--- src/rtl/wbs_row_assembler.sv ---
// wbs_row_assembler: Wishbone slave packing write beats into data rows or instruction words,
// issuing one write strobe per completed row with row-address auto-increment.
module wbs_row_assembler #(
   parameter int WB_WIDTH = 32,
   parameter int ADDR_WIDTH = 16,
   parameter int DATA_LANES = 3,
   parameter int INSTR_LANES = 2,
   parameter int TAG_WIDTH = 2,
   parameter logic [TAG_WIDTH-1:0] TAG_DATA = 2'b01,
   parameter logic [TAG_WIDTH-1:0] TAG_INSTR = 2'b10
) (
   input  logic                             CLK_I,
   input  logic                             RST_I,
   input  logic                             CYC_I,
   input  logic                             STB_I,
   input  logic                             WE_I,
   input  logic [WB_WIDTH-1:0]              DAT_I,
   input  logic [WB_WIDTH-1:0]              ADR_I,
   input  logic [TAG_WIDTH-1:0]             TGA_I,
   output logic                             ACK_O,
   output logic                             ERR_O,
   output logic [ADDR_WIDTH-1:0]            oRowAddress,
   output logic [DATA_LANES*WB_WIDTH-1:0]   oDataBus,
   output logic [INSTR_LANES*WB_WIDTH-1:0]  oInstructionBus,
   output logic                             oDataWriteEnable,
   output logic                             oInstructionWriteEnable,
   output logic                             oBusy
);
   localparam int CW = DATA_LANES > 1 ? $clog2(DATA_LANES) : 1;
   localparam logic [CW-1:0] D_LAST = CW'(DATA_LANES - 1);
   localparam logic [CW-1:0] I_LAST = CW'(INSTR_LANES - 1);

   typedef enum logic {IDLE, ACTIVE} state_t;

   state_t                state_q, state_d;
   logic                  ack_q, err_q, dwe_q, iwe_q;
   logic [CW-1:0]         cnt_q;
   logic [ADDR_WIDTH-1:0] addr_q;
   logic [TAG_WIDTH-1:0]  tag_q, tag;
   logic [WB_WIDTH-1:0]   lanes_q [DATA_LANES];
   logic                  req, is_data, is_instr, good, last;
   logic                  unused_adr;

   // The first beat of a cycle is decoded with the incoming tag, later beats with the latched one.
   always_comb begin
      tag = state_q == IDLE ? TGA_I : tag_q;
      is_data = tag == TAG_DATA;
      is_instr = tag == TAG_INSTR;
      req = CYC_I & STB_I & ~ack_q & ~err_q;
      good = req & WE_I & (is_data | is_instr);
      last = cnt_q == (is_data ? D_LAST : I_LAST);
      state_d = !CYC_I ? IDLE : req ? ACTIVE : state_q;
   end

   always_ff @(posedge CLK_I) begin
      if (RST_I) state_q <= IDLE;
      else state_q <= state_d;
   end

   always_ff @(posedge CLK_I) begin
      if (RST_I) begin
         ack_q <= 1'b0;
         err_q <= 1'b0;
         dwe_q <= 1'b0;
         iwe_q <= 1'b0;
         cnt_q <= '0;
         addr_q <= '0;
         tag_q <= '0;
         for (int k = 0; k < DATA_LANES; k++) lanes_q[k] <= '0;
      end else begin
         ack_q <= good;
         err_q <= req & ~good;
         dwe_q <= good & last & is_data;
         iwe_q <= good & last & is_instr;
         if (!CYC_I) cnt_q <= '0;
         else if (good) cnt_q <= last ? '0 : cnt_q + 1'b1;
         if (good) lanes_q[cnt_q] <= DAT_I;
         // Address advances on the edge that ends the strobe, so it is stable during the strobe.
         if (state_q == IDLE && req) begin
            tag_q <= TGA_I;
            addr_q <= ADR_I[ADDR_WIDTH-1:0];
         end else if (dwe_q | iwe_q) addr_q <= addr_q + 1'b1;
      end
   end

   for (genvar i = 0; i < DATA_LANES; i++) begin : g_lane
      assign oDataBus[(DATA_LANES-i)*WB_WIDTH-1 -: WB_WIDTH] = lanes_q[i];
   end

   assign oInstructionBus = oDataBus[DATA_LANES*WB_WIDTH-1 -: INSTR_LANES*WB_WIDTH];
   assign ACK_O = ack_q & STB_I;
   assign ERR_O = err_q;
   assign oRowAddress = addr_q;
   assign oDataWriteEnable = dwe_q;
   assign oInstructionWriteEnable = iwe_q;
   assign oBusy = state_q == ACTIVE;
   assign unused_adr = ^ADR_I;
endmodule
--- config.mk ---
export PLATFORM = sky130hd
export DESIGN_NAME = wbs_row_assembler
export DESIGN_NICKNAME = d
export VERILOG_FILES = /design/src/rtl/wbs_row_assembler.sv
export SDC_FILE = /design/constraint.sdc
export NUM_CORES = 1
export LEC_CHECK = 0
export ABC_AREA = 1
export BUFFER_PORTS_ARGS = -buffer_cell sky130_fd_sc_hd__buf_2
export CAP_MARGIN = 5
export CORE_ASPECT_RATIO = 0.5
export CORE_MARGIN = 2
export CORE_UTILIZATION = 47
export DETAILED_ROUTE_END_ITERATION = 6
export PLACE_DENSITY = 0.8
export SKIP_LAST_GASP = 1
export SLEW_MARGIN = 0
export SYNTH_ARGS = -nofsm -noshare
export SYNTH_HDL_FRONTEND = slang
export SYNTH_SLANG_ARGS = --single-unit
--- constraint.sdc ---
create_clock -name CLK_I -period 6.92 [get_ports CLK_I]
set_clock_uncertainty 0.05 [all_clocks]
set_input_delay 0.692 -clock CLK_I [delete_from_list [all_inputs] [get_ports CLK_I]]
set_output_delay 0.692 -clock CLK_I [all_outputs]
set_load 0.02 [all_outputs]
==> results of run 1 <==
-- flip-flops by register name, indices dropped and copies added, names as in the netlist --
register and flops:
lanes_q 96, ERR_O 1, ack_q 1, cnt_q 2, oInstructionWriteEnable 1, oRowAddress 16
oBusy 1, tag_q 2, oDataWriteEnable 1
-- report_power, final --
| group | leakage, nW | total, mW | internal, mW | switching [mW] |
|---|---|---|---|---|
| clock network | 0.330 | 1.01 | 0.707 | 0.308 |
| registers | 1.20 | 0.830 | 0.813 | 0.0174 |
| logic | 1.99 | 0.176 | 0.0544 | 0.122 |
| total | 3.52 | 2.02 | 1.57 | 0.447 |
-- cell families after synthesis --
group / Yosys count
compound gates: 46
fa+ha+maj: 6
simple gates: 219
flops: 121
xor+xnor: 3
buf+inv: 149
-- worst register-to-register path: cells and delay by family (launching register included) --
kind            cells  cell delay (ns)
compound gates      1             0.10
fa+ha+maj           1             0.27
simple gates        6             0.82
flops               1             0.42
buf+inv             4             0.70
-- through the flow --
stage	instances	area [µm²]	hold WS, ns	power [mW]
floorplan	544	5530	0.380	0.971
detailed placement	862	6310	0.398	1.02
global route	894	6990	0.444	2.09
CTS	894	6990	0.406	2.04
finish	894	6990	0.401	2.02
global placement	862	6310	0.391	1.02
-- synthesized netlist by cell type --
library cell and number:
nor3_1 2, nor4_1 2, nand3b_1 2, clkbuf_1 3, inv_1 67, nor3_2 1, nand2_1 64, nor2_2 1
nand2_4 3, o211ai_1 4, inv_2 2, xor2_1 3, o21ai_0 22, nand3_1 17, buf_4 64, edfxtp_1 96
o21bai_1 2, nand4_1 4, ha_1 6, clkinv_2 1, dfxtp_1 25, buf_6 10, a21oi_1 15, buf_2 2
nor3b_1 1, nand2_2 3, nor2_1 119, a31oi_1 1, a211oi_1 2
-- metal layers --
metal	routed length [µm]	vias up
met5	0	-
met4	105	0
met3	616	11
met2	6670	151
li1	-	2049
met1	5170	1928
-- worst max-delay path by stage --
stage	cells past startpoint	endpoint	slack [ns]
final	12	lanes_q[0][5]$_SDFFCE_PN0P_	4.18
after detailed placement	12	lanes_q[0][11]$_SDFFCE_PN0P_	3.75
after CTS	12	lanes_q[0][14]$_SDFFCE_PN0P_	4.16
after floorplan	11	lanes_q[0][0]$_SDFFCE_PN0P_	3.89
after global placement	12	lanes_q[0][7]$_SDFFCE_PN0P_	3.77
after global routing	12	lanes_q[0][5]$_SDFFCE_PN0P_	3.89
-- area by class of cell --
cell class / instances / area (µm²)
timing repair buffer: 238 / 1200
sequential: 121 / 3380
multi-input combinational: 274 / 1260
tap: 159 / 199
clock buffer: 17 / 425
fill: 931 / 4230
inverter: 70 / 264
clock inverter: 15 / 253
==> qor.csv, run 1 <==
stage;metric;value;unit
global_routing;grt ovf;0;
yosys;Synth Area in XOR/XNOR;0.476;%
finish;Area growth, synth to finish;26.4;%
critical_path;critical path cell sequence;buf_2, o21ai_0, inv_1, ha_1, nor2_1, nand2_2, inv_2, nand2_2, clkinv_2, nand2_4, nand2_1, buf_4;
global_routing;gr busiest metal;met2;
clock_network;cts bufs inserted;17;
floorplan;Initial Util;49.3;%
floorplan;area of the core;0.0112;mm²
floorplan;die extent in y;80.7;µm
critical_path;data arrival time of the worst path;2.72;ns
routing;Vias;4139;
global_routing;gr usage total;19.7;%
critical_path;CP top delay family;buffers and inverters;
routing;DR WL/cell;14.1;µm
yosys;post-synthesis simple-gate area fraction;16.5;%
floorplan;width of the chip;157;µm
worst_hold_path;HP Start;tag_q[1]$_SDFFE_PP0P_;
sta;unrepaired setup endpoints after global routing;no;
sta;worst setup margin;4.18;ns
finish;Final #Nets;799;
sta;Slew @ Worst Pin;0.917;ns
critical_path;Max stage delay on crit path;0.43;ns
placement;Final Wtd Congestion;0.858;
power_and_ir_drop;peak supply drop;0.155;mV
yosys;top cell type's share of synthesized area;52.2;%
yosys;Synth Area in Adders;1.36;%
worst_hold_path;Hold EP;tag_q[1]$_SDFFE_PP0P_;
global_routing;met3 Use GR;4.64;%
routing;final routed DRC violation total;0;
routing;WL final;12600;µm
power_and_ir_drop;Lkg Pwr;3.52;nW
sta;fin. max-slew vios;0;
placement;setup slack at placement;3.75;ns
critical_path;crit path from;TGA_I[1];
critical_path;CP most frequent cell;nand2_2;
clock_network;later-pin clock latency in the skew report;0.39;ns
critical_path;worst reg2reg setup slack;4.21;ns
finish;commonest non-fill, non-tap cell in the layout;buf_2;
yosys;mapped cell area;0.00553;mm²
finish;ratio of cells with drive above 1 in the final layout;37.8;%
critical_path;Crit. End Element;register;
global_routing;first-pass GRT wire length;18900;µm
critical_path;worst path required time;6.90;ns
sta;Final setup violation count;0;
critical_path;worst-path maximum fanout;33;
finish;fin util;62.3;%
global_routing;grt met2 use;37.0;%
routing;DR pass1 iterations;4;
routing;Detailed Route Iter0 Violations;227;
floorplan;die area;0.0127;mm²
floorplan;io pins;252;
status;outcome;finished, final reports clean;
finish;most frequent cells in the layout;235 x buf_2, 119 x nor2_1, 96 x edfxtp_1, 67 x inv_1, 64 x nand2_1;
sta;post-route clock period utilization;39.5;%
worst_hold_path;worst hold path class;reg2reg;
global_routing;initial antenna violation count;0;
critical_path;worst r2r src;oBusy$_SDFFE_PP0N_;
sta;max_slew headroom;38.7;%
clock_network;Hold Buf Count CTS;0;
clock_network;H-Tree Level Count;4;
routing;vias per cell;4.63;
sta;Fin Setup TNS;0;ns
critical_path;Buf/Inv on CP;5;
yosys;Syn. warnings;0;
clock_network;CTS sink count;121;
clock_network;Root Driver;clkbuf_16;
clock_network;setup bufs post-CTS;0;
yosys;Seq/Total Area, Yosys;61.2;%
clock_network;Resize count post-CTS;0;
yosys;Mapped Cells;544;
power_and_ir_drop;Power Density;289;mW/mm²
yosys;Yosys reg bits;121;
yosys;Mapped Avg Cell Area;10.2;µm²
critical_path;r2r worst-path depth;12;
critical_path;worst r2r dst;lanes_q[0][5]$_SDFFCE_PN0P_;
critical_path;Setup crit start kind;input port;
yosys;largest family of logic cells by synthesized area;simple AND/OR/NAND/NOR gates;
yosys;ranking of synthesized cells by area;edfxtp_1 52%, dfxtp_1 9.1%, buf_4 8.7%;
yosys;area leader, netlist;edfxtp_1;
sta;fmax;365;MHz
yosys;post-synthesis compound-gate area fraction;4.55;%
clock_network;CTS max path bufs;2;
yosys;mux cell area share after synthesis;0;%
clock_network;CTS tree;yes;
global_routing;M1 GR Usage;22.4;%
run;max-cap viol count;0;
sta;min Tclk post-route;2.74;ns
placement;input/output buffers;235;
worst_hold_path;worst hold stages;2;
floorplan;std cell rows;27;
yosys;Syn Nets;621;
routing;post-route ant nets;0;
global_routing;largest net degree at the start of global routing;34;
critical_path;slowest stage cell, crit path;buf_4;
clock_network;clk slew on worst S/H paths;0.05;ns
yosys;Synth cell types;29;
finish;ant diodes;0;
sta;final hold vios;0;
placement;DP HPWL;8570;µm
critical_path;crit path kind;in2reg;
global_routing;vias in the first global route;3912;
Power figures use the tool's default switching activity.
==> run 2, diff against run 1 <==
- CORE_UTILIZATION: 47 -> 43
- PLACE_DENSITY: 0.8 -> 0.77
- clock period: 6.92 -> 2.5 ns (I/O delays scaled with it)
==> qor.csv, run 2 (synthesized netlist as in run 1, its figures left out) <==
stage;metric;value;unit;change
status;outcome;finished, final reports clean;;
critical_path;crit path from;oBusy$_SDFFE_PP0N_;;
clock_network;setup bufs post-CTS;0;;unchanged
power_and_ir_drop;Power Density;769;mW/mm²;+170%
critical_path;Buf/Inv on CP;4;;-1
clock_network;later-pin clock latency in the skew report;0.39;ns;about the same
global_routing;largest net degree at the start of global routing;33;;-2.9%
power_and_ir_drop;sequential power share;42.0;%;+0.9 points
placement;setup slack at placement;0.183;ns;-3.56 ns
power_and_ir_drop;sw frac;23.4;%;+1.3 points
floorplan;area of the core;0.0126;mm²;+12%
critical_path;CP top delay family;simple AND/OR/NAND/NOR gates;;
placement;DP HPWL;9000;µm;+5.0%
routing;final routed DRC violation total;0;;unchanged
global_routing;vias in the first global route;4096;;+4.7%
finish;ratio of cells with drive above 1 in the final layout;39.2;%;+1.3 points
critical_path;crit path kind;reg2reg;;
power_and_ir_drop;Gate power share;9.3;%;+0.6 points
global_routing;initial antenna violation count;0;;unchanged
routing;DR pass1 iterations;5;;+1
critical_path;worst path required time;2.55;ns;-4.35 ns
clock_network;CTS tree;yes;;
sta;Final setup violation count;0;;unchanged
placement;Placed Cells incl. Taps;881;;+2.2%
floorplan;std cell rows;29;;+7.4%
sta;Fin Setup TNS;0;ns;unchanged
run;max-cap viol count;0;;unchanged
finish;Area growth, synth to finish;28.6;%;
routing;WL final;12700;µm;+1.4%
finish;register area;0.00338;mm²;about the same
floorplan;Initial Util;43.9;%;-5.4 points
clock_network;CTS sink count;121;;unchanged
clock_network;clk slew on worst S/H paths;0.05;ns;about the same
clock_network;CTS max path bufs;2;;unchanged
critical_path;critical path cell sequence;o21ai_0, inv_1, ha_1, nor2_1, nand2_2, inv_2, nand2_2, clkinv_2, nand2_4, nand2_4, buf_12;;
finish;ant diodes;0;;unchanged
worst_hold_path;worst hold stages;3;;+1
critical_path;r2r worst-path depth;11;;-1
finish;max FFs per register;96;;unchanged
critical_path;data arrival time of the worst path;2.33;ns;-0.39 ns
floorplan;io pins;252;;unchanged
critical_path;worst reg2reg setup slack;0.22;ns;-3.99 ns
worst_hold_path;Hold EP;oRowAddress[2]$_SDFFE_PP0P_;;
power_and_ir_drop;P_int;4.19;mW;+170%
power_and_ir_drop;Lkg Pwr;3.56;nW;+1.2%
global_routing;gr usage total;18.2;%;-1.4 points
sta;worst setup margin;0.223;ns;-3.96 ns
sta;max_slew headroom;62.8;%;+24 points
finish;Top reg by flops;lanes_q;;
sta;unrepaired setup endpoints after global routing;no;;
finish;post-route insts no fill;913;;+2.1%
sta;fin. max-slew vios;0;;unchanged
floorplan;die area;0.0138;mm²;+8.9%
clock_network;H-Tree Level Count;4;;unchanged
sta;post-route clock period utilization;91.1;%;
critical_path;Setup crit start kind;register;;
routing;post-route ant nets;0;;unchanged
critical_path;slowest stage cell, crit path;dfxtp_2;;
critical_path;worst r2r src;oBusy$_SDFFE_PP0N_;;
routing;DR WL/cell;13.9;µm;-0.74%
power_and_ir_drop;Sw Pwr;1.28;mW;+190%
critical_path;Max stage delay on crit path;0.34;ns;-0.09 ns
power_and_ir_drop;peak supply drop;0.417;mV;+170%
routing;Detailed Route Iter0 Violations;286;;+26%
critical_path;Crit. End Element;register;;
power_and_ir_drop;Clk pwr share;48.6;%;-1.6 points
placement;Final Wtd Congestion;0.883;;+2.9%
routing;Vias;4258;;+2.9%
global_routing;first-pass GRT wire length;19700;µm;+4.0%
worst_hold_path;worst hold path class;in2reg;;
placement;input/output buffers;235;;unchanged
worst_hold_path;HP Start;ADR_I[2];;
critical_path;worst-path maximum fanout;17;;-48%
routing;vias per cell;4.66;;+0.73%
finish;most frequent cells in the layout;235 x buf_2, 119 x nor2_1, 96 x edfxtp_1, 67 x inv_1, 61 x nand2_1;;
critical_path;worst r2r dst;lanes_q[2][18]$_SDFFCE_PN0P_;;
sta;min Tclk post-route;2.28;ns;
global_routing;grt ovf;0;;unchanged
clock_network;cts bufs inserted;17;;unchanged
finish;Final #Nets;807;;+1.0%
sta;final hold vios;0;;unchanged
sta;Slew @ Worst Pin;0.557;ns;-0.360 ns
floorplan;die extent in y;84.2;µm;+4.3%
finish;Multi-input gate area;0.00129;mm²;+1.8%
floorplan;width of the chip;164;µm;+4.4%
power_and_ir_drop;Final Power;5.47;mW;+170%
sta;fmax;439;MHz;
finish;commonest non-fill, non-tap cell in the layout;buf_2;;
clock_network;Root Driver;clkbuf_16;;
sta;worst hold slack;0.0638;ns;-0.337 ns
finish;filler cell count;1105;;+19%
[run 2: cell types whose count changed in the layout (fill, tap and decap cells not counted)]
cell | previous run | this run
bufinv_16 | 7 | 5
inv_6 | 1 | 2
clkinv_2 | 4 | 2
clkinv_1 | 3 | 2
clkinv_4 | 0 | 4
dfxtp_2 | 0 | 1
nand2_4 | 3 | 6
dfxtp_1 | 25 | 24
nand2_1 | 64 | 61
buf_4 | 3 | 7
buf_12 | 0 | 4
[run 2: repair_timing]
action,4_1_cts,5_1_grt
hold endpoints to repair,0,0
setup endpoints to repair,0,17
gates resized for setup,0,1
hold buffers,0,0
[run 2: area by class of cell]
cell class,instances,share of cell area [%]
inverters,70,3.72
multi-input cells,274,18.1
clock buffers,17,5.99
flip-flops and latches,121,47.6
repair buffers,246,18.4
clock inverters,15,3.13
well taps,170,2.99
[run 2: worst min-delay path: cells and delay by family]
| family | cells | cell delay [ns] |
|---|---|---|
| buffers and inverters | 1 | 0.10 |
| AOI/OAI and AO/OA | 1 | 0.06 |
| and+or+nand+nor | 1 | 0.05 |
[run 2: power by group through the flow]
stage	Clock, mW	Sequential, mW	Combinational [mW]
2_1_floorplan	0	2.43	0.256
3_3_place_gp	0	2.33	0.507
3_5_place_dp	0	2.34	0.513
4_1_cts	2.70	2.30	0.516
5_1_grt	2.79	2.31	0.554
6_report	2.66	2.30	0.511
[run 2: per-stage QoR]
stage	instance area [µm²]	util, %
global route	7100	56.4
global placement	6450	51.3
detailed placement	6450	51.3
CTS	7100	56.4
floorplan	5550	-
finish	7100	56.4
[run 2: worst max-delay path by stage]
stage	slack [ns]	cells after the start	endpoint
final	0.22	11	lanes_q[2][18]$_SDFFCE_PN0P_
after global placement	0.26	12	lanes_q[2][17]$_SDFFCE_PN0P_
after detailed placement	0.18	12	lanes_q[0][5]$_SDFFCE_PN0P_
after global routing	0.04	11	lanes_q[2][19]$_SDFFCE_PN0P_
after floorplan	0.19	12	lanes_q[0][0]$_SDFFCE_PN0P_
after CTS	0.18	11	lanes_q[2][19]$_SDFFCE_PN0P_
[run 2: per-layer routing]
layer	part of all wire, %	GRT usage, %	up-vias
li1	-	-	2069
met1	41	21.2	2024
met2	53	33.9	147
met3	4.8	3.61	18
met4	1.5	5.90	0
met5	0	0	-
